### config.mk
export PLATFORM = sky130hd
export DESIGN_NAME = imem_port_arbiter
export DESIGN_NICKNAME = d
export VERILOG_FILES = /design/src/rtl/imem_port_arbiter.sv
export SDC_FILE = /design/constraint.sdc
export NUM_CORES = 1
export LEC_CHECK = 0
export CAP_MARGIN = 20
export CORE_MARGIN = 1.5
export CORE_UTILIZATION = 45
export CTS_BUF_LIST = sky130_fd_sc_hd__clkbuf_16
export DETAILED_ROUTE_END_ITERATION = 8
export GPL_ROUTABILITY_DRIVEN = 0
export PLACE_DENSITY = 0.79
export RECOVER_POWER = 25
export SYNTH_ARGS = -nofsm -noshare
export SYNTH_HDL_FRONTEND = slang
export SYNTH_SLANG_ARGS = --single-unit
### constraint.sdc
create_clock -name i_clk -period 6.2 [get_ports i_clk]
set_input_delay 1.24 -clock i_clk [delete_from_list [all_inputs] [get_ports i_clk]]
set_output_delay 1.24 -clock i_clk [all_outputs]
set_load 0.1 [all_outputs]
### src/rtl/imem_port_arbiter.sv
// Shares a byte-wide instruction memory between the fetch port and the loader.
// Each 32-bit request becomes four big-endian byte accesses; bad addresses are acked with an error.
module imem_port_arbiter #(
  parameter int ADDR_W = 7
) (
  input  logic              i_clk,
  input  logic              i_rst_n,
  input  logic              i_fetch_req,
  input  logic [31:0]       i_fetch_addr,
  output logic              o_fetch_ack,
  output logic [31:0]       o_fetch_data,
  input  logic              i_load_req,
  input  logic [31:0]       i_load_addr,
  input  logic [31:0]       i_load_data,
  output logic              o_load_ack,
  output logic [ADDR_W-1:0] o_mem_addr,
  output logic [7:0]        o_mem_wdata,
  output logic              o_mem_we,
  input  logic [7:0]        i_mem_rdata,
  output logic              o_busy,
  output logic              o_addr_err
);

  typedef enum logic [1:0] {S_IDLE, S_ACCESS, S_DONE} state_t;
  localparam logic KIND_FETCH = 1'b0;
  localparam logic [ADDR_W-1:0] ADDR_ONE = ADDR_W'(1);

  state_t            r_state;
  logic [1:0]        r_idx;
  logic              r_kind;
  logic              r_last;
  logic [23:0]       r_data;
  logic [23:0]       r_stage;
  logic [31:0]       r_fetch_data;
  logic              r_fetch_ack, r_load_ack, r_busy, r_addr_err, r_mem_we;
  logic [ADDR_W-1:0] r_mem_addr;
  logic [7:0]        r_mem_wdata;

  logic        w_gnt_load;
  logic [31:0] w_gnt_addr;
  logic        w_addr_bad;
  logic [7:0]  w_next_lane;

  // On a tie the requester that did not win last time gets the memory.
  assign w_gnt_load = i_load_req & (~i_fetch_req | (r_last == KIND_FETCH));
  assign w_gnt_addr = w_gnt_load ? i_load_addr : i_fetch_addr;
  assign w_addr_bad = (w_gnt_addr[1:0] != 2'b00) | (|w_gnt_addr[31:ADDR_W]);

  always_comb begin
    w_next_lane = 8'h00;
    case (r_idx)
      2'd0:    w_next_lane = r_data[23:16];
      2'd1:    w_next_lane = r_data[15:8];
      default: w_next_lane = r_data[7:0];
    endcase
  end

  always_ff @(posedge i_clk or negedge i_rst_n) begin
    if (!i_rst_n) begin
      r_state      <= S_IDLE;
      r_idx        <= 2'd0;
      r_kind       <= KIND_FETCH;
      r_last       <= KIND_FETCH;
      r_data       <= 24'h0;
      r_stage      <= 24'h0;
      r_fetch_data <= 32'h0;
      r_fetch_ack  <= 1'b0;
      r_load_ack   <= 1'b0;
      r_busy       <= 1'b0;
      r_addr_err   <= 1'b0;
      r_mem_we     <= 1'b0;
      r_mem_addr   <= '0;
      r_mem_wdata  <= 8'h00;
    end else begin
      case (r_state)
        S_IDLE: begin
          if (i_fetch_req | i_load_req) begin
            r_kind <= w_gnt_load;
            r_last <= w_gnt_load;
            r_data <= i_load_data[23:0];
            r_busy <= 1'b1;
            if (w_addr_bad) begin
              r_state     <= S_DONE;
              r_addr_err  <= 1'b1;
              r_fetch_ack <= ~w_gnt_load;
              r_load_ack  <= w_gnt_load;
            end else begin
              r_state     <= S_ACCESS;
              r_idx       <= 2'd0;
              r_mem_addr  <= w_gnt_addr[ADDR_W-1:0];
              r_mem_we    <= w_gnt_load;
              r_mem_wdata <= w_gnt_load ? i_load_data[31:24] : 8'h00;
            end
          end
        end
        S_ACCESS: begin
          if (r_kind == KIND_FETCH) begin
            case (r_idx)
              2'd0:    r_stage[23:16] <= i_mem_rdata;
              2'd1:    r_stage[15:8]  <= i_mem_rdata;
              2'd2:    r_stage[7:0]   <= i_mem_rdata;
              default: r_fetch_data   <= {r_stage, i_mem_rdata};
            endcase
          end
          if (r_idx == 2'd3) begin
            r_state     <= S_DONE;
            r_mem_we    <= 1'b0;
            r_mem_addr  <= '0;
            r_mem_wdata <= 8'h00;
            r_fetch_ack <= (r_kind == KIND_FETCH);
            r_load_ack  <= (r_kind != KIND_FETCH);
          end else begin
            r_idx       <= r_idx + 2'd1;
            r_mem_addr  <= r_mem_addr + ADDR_ONE;
            r_mem_wdata <= (r_kind != KIND_FETCH) ? w_next_lane : 8'h00;
          end
        end
        S_DONE: begin
          r_state     <= S_IDLE;
          r_idx       <= 2'd0;
          r_busy      <= 1'b0;
          r_fetch_ack <= 1'b0;
          r_load_ack  <= 1'b0;
          r_addr_err  <= 1'b0;
        end
        default: r_state <= S_IDLE;
      endcase
    end
  end

  assign o_fetch_ack  = r_fetch_ack;
  assign o_fetch_data = r_fetch_data;
  assign o_load_ack   = r_load_ack;
  assign o_mem_addr   = r_mem_addr;
  assign o_mem_wdata  = r_mem_wdata;
  assign o_mem_we     = r_mem_we;
  assign o_busy       = r_busy;
  assign o_addr_err   = r_addr_err;

endmodule
* Word level (Yosys, flattened, before mapping) *
Cells that the tools add are included.

storage, ports and cells
  logic and storage cells = 92
  bits in registers = 105
  output and inout port bits = 52

cells by class
  multiplexer cells = 37
  reductions and logical operators = 20
  equal/unequal tests = 10
  bitwise logic cells = 8
  $add $sub $neg = 2

operators by type and width
  kind                                            number
  two-way mux 8 bit                               5
  two-way mux 32 bit                              1
  one-hot mux 8 bit (2 select lines)              2
  OR reduction 25 bit                             1
  two-way mux 7 bit                               3
  AND reduction 3 bit                             6
  one-hot mux 7 bit (2 select lines)              1
  two-way mux 1 bit                               12
  two-way mux 2 bit                               6
  AND reduction 4 bit                             3
  != test 2 bit (second input constant)           5
  adder 7 x 1 -> 7 bit (second input constant)    1
  == test 2 bit (second input constant)           3
  one-hot mux 1 bit (2 select lines)              3
  one-hot mux 1 bit (3 select lines)              2
  one-hot mux 2 bit (3 select lines)              1
  AND reduction 2 bit                             3
  nonzero test 2 bit                              3
  == test 2 x 1 -> 1 bit (second input constant)  2
  logical NOT 2 bit                               2
  NOT 1 bit                                       4
  one-hot mux 2 bit (2 select lines)              1
  OR 1 bit                                        3
  nonzero test 3 bit                              1
  other kinds (3)                                 3

* Depth between registers and ports, before layout *
  depth in word-level cells = 9
  mapped depth = 10
  gate-level depth less buffers = 7

* Worst setup path after synthesis *
No wires, ideal clock.

  path type = input port to flip-flop
  from = in i_fetch_addr[0]
  to = reg r_mem_addr[0], in the netlist o_mem_addr[0]
  arrival time = 2,876 ps
  path slack = 3,198 ps
  required time = 6,073 ps
  stages on the path = 7
  setup time = 127 ps
  cells stage by stage = or4_4 -> nor4_4 -> o211a_4 -> or2_1 -> buf_6 -> buf_12 -> mux2_4

on the way
  cells in the longest elaborated chain, start to end = 5

RTL lines
  item                           line  RTL
  from (decl)                    9     input logic [31:0] i_fetch_addr,
  two-way mux 32 bit (*)         46    assign w_gnt_addr = w_gnt_load ? i_load_addr : i_fetch_addr;
  nonzero test 2 bit             47    assign w_addr_bad = (w_gnt_addr[1:0] != 2'b00) | (|w_gnt_addr[31:ADDR_W]);
  OR 1 bit                       47
  != test 2 bit (no line)        --
  AND reduction 3 bit (no line)  --
  to (signal assigned)           90    r_mem_addr <= w_gnt_addr[ADDR_W-1:0];
  to (signal assigned)           114   r_mem_addr <= r_mem_addr + ADDR_ONE;
  to (decl)                      36    logic [ADDR_W-1:0] r_mem_addr;

Mark *: on every way between the ends. The rest lies on a longest branch, timed or not. The select of a mux whose other input is x is not followed.
A chain may end at the register's enable or synchronous reset.

==> metrics.yaml <==
holdPathStages: 1
start_util: 0.4638
final_layout_size_suffix_gt1_frac: 0.2274
maxSlewViolCount: 54
relSlewSlack: -0.8798
status: "finished, violations left"
hold_class: "flop to flop"
slowest_stage: "clkbuf_1"
antenna_found_initial: 0
power.share.sequential: 0.454
grt_pass1_vias: 3770
reg2reg_depth: 6
skew_ns: 0.005445
design.die.area_sq_mm: 0.01127
violations: "max-capacitance violations, max-slew violations"
cts_setup_buffers: 0
synth_warnings: 0
grt_overflow: 0
cts_inserted_buffers: 9
critPathArrivalTime_ns: 4.09
die_w_um: 106.2
cts.clk_slew.worst_paths_ns: 0.07
crit_cells: 2
cts.sinks: 105
p_per_area_mw_per_mm2: 279.3
n_antenna_cell: 0
cts.htree.levels: 3
clock_latency_ns: 0.34
synth_nets: 486
ios: 160
rows: 37
switchingPower_w: 0.0005817
timing.fmax_mhz: 271.6
cp_slowest_stage_delay_ns: 1.96
ys.flop_type: "dfrtp_1"
yosys.area.top_type: "dfrtp_1"
netlist_top_cells_area: "dfrtp_1 (55%), mux2_2 (20%), ha_1 (2.6%)"
hold_buffers: 0
cp-start-kind: "primary input"
pre_cts_ws_ns: 2.273
cts-root-buf: "clkbuf_16"
crit_buf_inv: 2
cts_buffer_depth: 2
netlist-cell-type-count: 46
synth_commonest_cells: "dfrtp_1 (105), mux2_2 (87), nand2_1 (28)"
wl_per_cell_um: 17.22
coreArea_sq_mm: 0.01032
cts_tree: "yes"
setup_ws_ns: 2.519
maxCapViolations: 1
drtAntennaViolNets: 0
dp_hpwl_um: 8486
synth_edf_count: 0
drt_iter0_markers: 88
worstMarginPinSlew_ns: 2.820
swShare: 0.3080
cp_top_family: "buffers and inverters"
p_comb_frac: 0.274
rsz0062_at_grt: "no"
die_height_um: 106.2
io_buffers: 159
crit_fanout: 53
grt_pass1_wl_um: 18650
setup_viol_count_final: 0
synth-seq-area-share: 0.5487
syn_to_final_growth_pct: 41.23
syn-instance-count: 368
synth_top_area_frac: 0.5487
post_cts_resized: 0
async_flop_share: 1.000
crit_type: "primary input to async pin"
drt_pass1_iterations: 4
clkPwrFrac: 0.272
endpoint_kind: "async pin"
synth_most_common_cell: "dfrtp_1"
synth.avg_cell_area_sq_um: 13.01
final_min_period_over_clock_period: 0.5938
required_ns: 6.60
worstPathCellList: "clkbuf_1, buf_4"
period_needed_ns: 3.681
ys_ff_latch: 105
cellLeakagePower_nw: 2.941
setup-tns-final_ns: 0
drcViolationCount: 0
grtUsageTotal: 0.2126
intPower_w: 0.001307
peakVddDrop_uv: 216.0
hold_viol_final: 0
nNetsFinal: 646
viasPerCell: 5.302
vias: 3542
grt_max_degree: 54
drt_wl_total_um: 11500
synth_area_sq_mm: 0.004788
[cells by family after synthesis]
group | synth area share
mux | 0.2349
simple gates | 0.08048
buf+inv | 0.02221
fa+ha+maj | 0.02613
flops | 0.5487
compound gates | 0.08754
[flip-flops by register name, summed over array words and instances (netlist names)]
| register | flops |
|---|---|
| o_addr_err | 1 |
| o_busy | 1 |
| o_fetch_ack | 1 |
| o_fetch_data | 32 |
| o_load_ack | 1 |
| o_mem_addr | 7 |
| o_mem_wdata | 8 |
| o_mem_we | 1 |
| r_data | 24 |
| r_idx | 2 |
| r_last | 1 |
| r_stage | 24 |
| r_state | 2 |
[power groups by stage]
stage                     Sequential [W]  Clock (W)  Combinational, W
after floorplan                 0.000957          0          0.000243
after global placement          0.000861          0          0.000507
after detailed placement        0.000869          0          0.000520
after CTS                       0.000857   0.000527          0.000521
after global routing            0.000868   0.000551          0.000554
final                           0.000858   0.000515          0.000517
[placed cells by master, fill, tap and decap left out, types with 8 or more instances in the layout]
| cell type | count |
|---|---|
| a21oi_1 | 12 |
| clkdlybuf4s50_1 | 157 |
| inv_1 | 8 |
| nor4_1 | 8 |
| ha_1 | 10 |
| nor2_1 | 15 |
| o21ai_0 | 17 |
| mux2_2 | 87 |
| clkbuf_16 | 9 |
| nand2_1 | 28 |
| a22o_1 | 12 |
| dfrtp_1 | 105 |
[metal layers]
| layer | global-route usage | part of all wire |
|---|---|---|
| met2 | 0.3613 | 0.49 |
| met4 | 0.04440 | 0.0096 |
| met1 | 0.2580 | 0.43 |
| met5 | 0 | 0 |
| met3 | 0.08032 | 0.070 |
[final cells by class]
class                   instances  area (sq um)
inverters                       8         30.03
well taps                     136         170.2
multi-input cells             242          2058
clock buffers                   9         225.2
fillers                       797          3561
repair buffers                162          1608
clock inverters                 6         43.79
flip-flops and latches        105          2628
[worst reg2reg max path: stages (launching register included)]
cell and delay [ns]:
dfrtp_1 0.40, inv_1 0.11, ha_1 0.51, inv_1 0.20, nor2_1 0.30, or2_1 0.62
mux2_2 0.43
[per-stage QoR]
step	hold WS, ns	power [W]	instances	util	instance area [sq um]
floorplan	0.4750	0.001201	368	-	4788
global placement	0.4831	0.001368	653	0.6294	6497
detailed placement	0.4906	0.001388	653	0.6294	6497
CTS	0.5060	0.001905	668	0.6554	6766
global route	0.5221	0.001974	668	0.6551	6763
finish	0.5022	0.001889	668	0.6551	6763
[path summary, 6_finish.rpt]
path / slack, ns / end / from
worst max register to register: 3.52 / o_mem_wdata[0]$_DFFE_PN0P_ / r_state[1]$_DFFE_PN0P_
worst min register to register: 0.50 / r_stage[22]$_DFFE_PN0P_ / r_stage[22]$_DFFE_PN0P_
min in group asynchronous: 1.80 / o_mem_addr[3]$_DFFE_PN0P_ / i_rst_n
max in group i_clk: 2.52 / o_mem_wdata[0]$_DFFE_PN0P_ / i_load_req
worst min-delay path: 0.50 / r_stage[22]$_DFFE_PN0P_ / r_stage[22]$_DFFE_PN0P_
worst max-delay path: 2.52 / r_idx[0]$_DFFE_PN0P_ / i_rst_n
No activity file was read; power rests on OpenSTA's default activity.
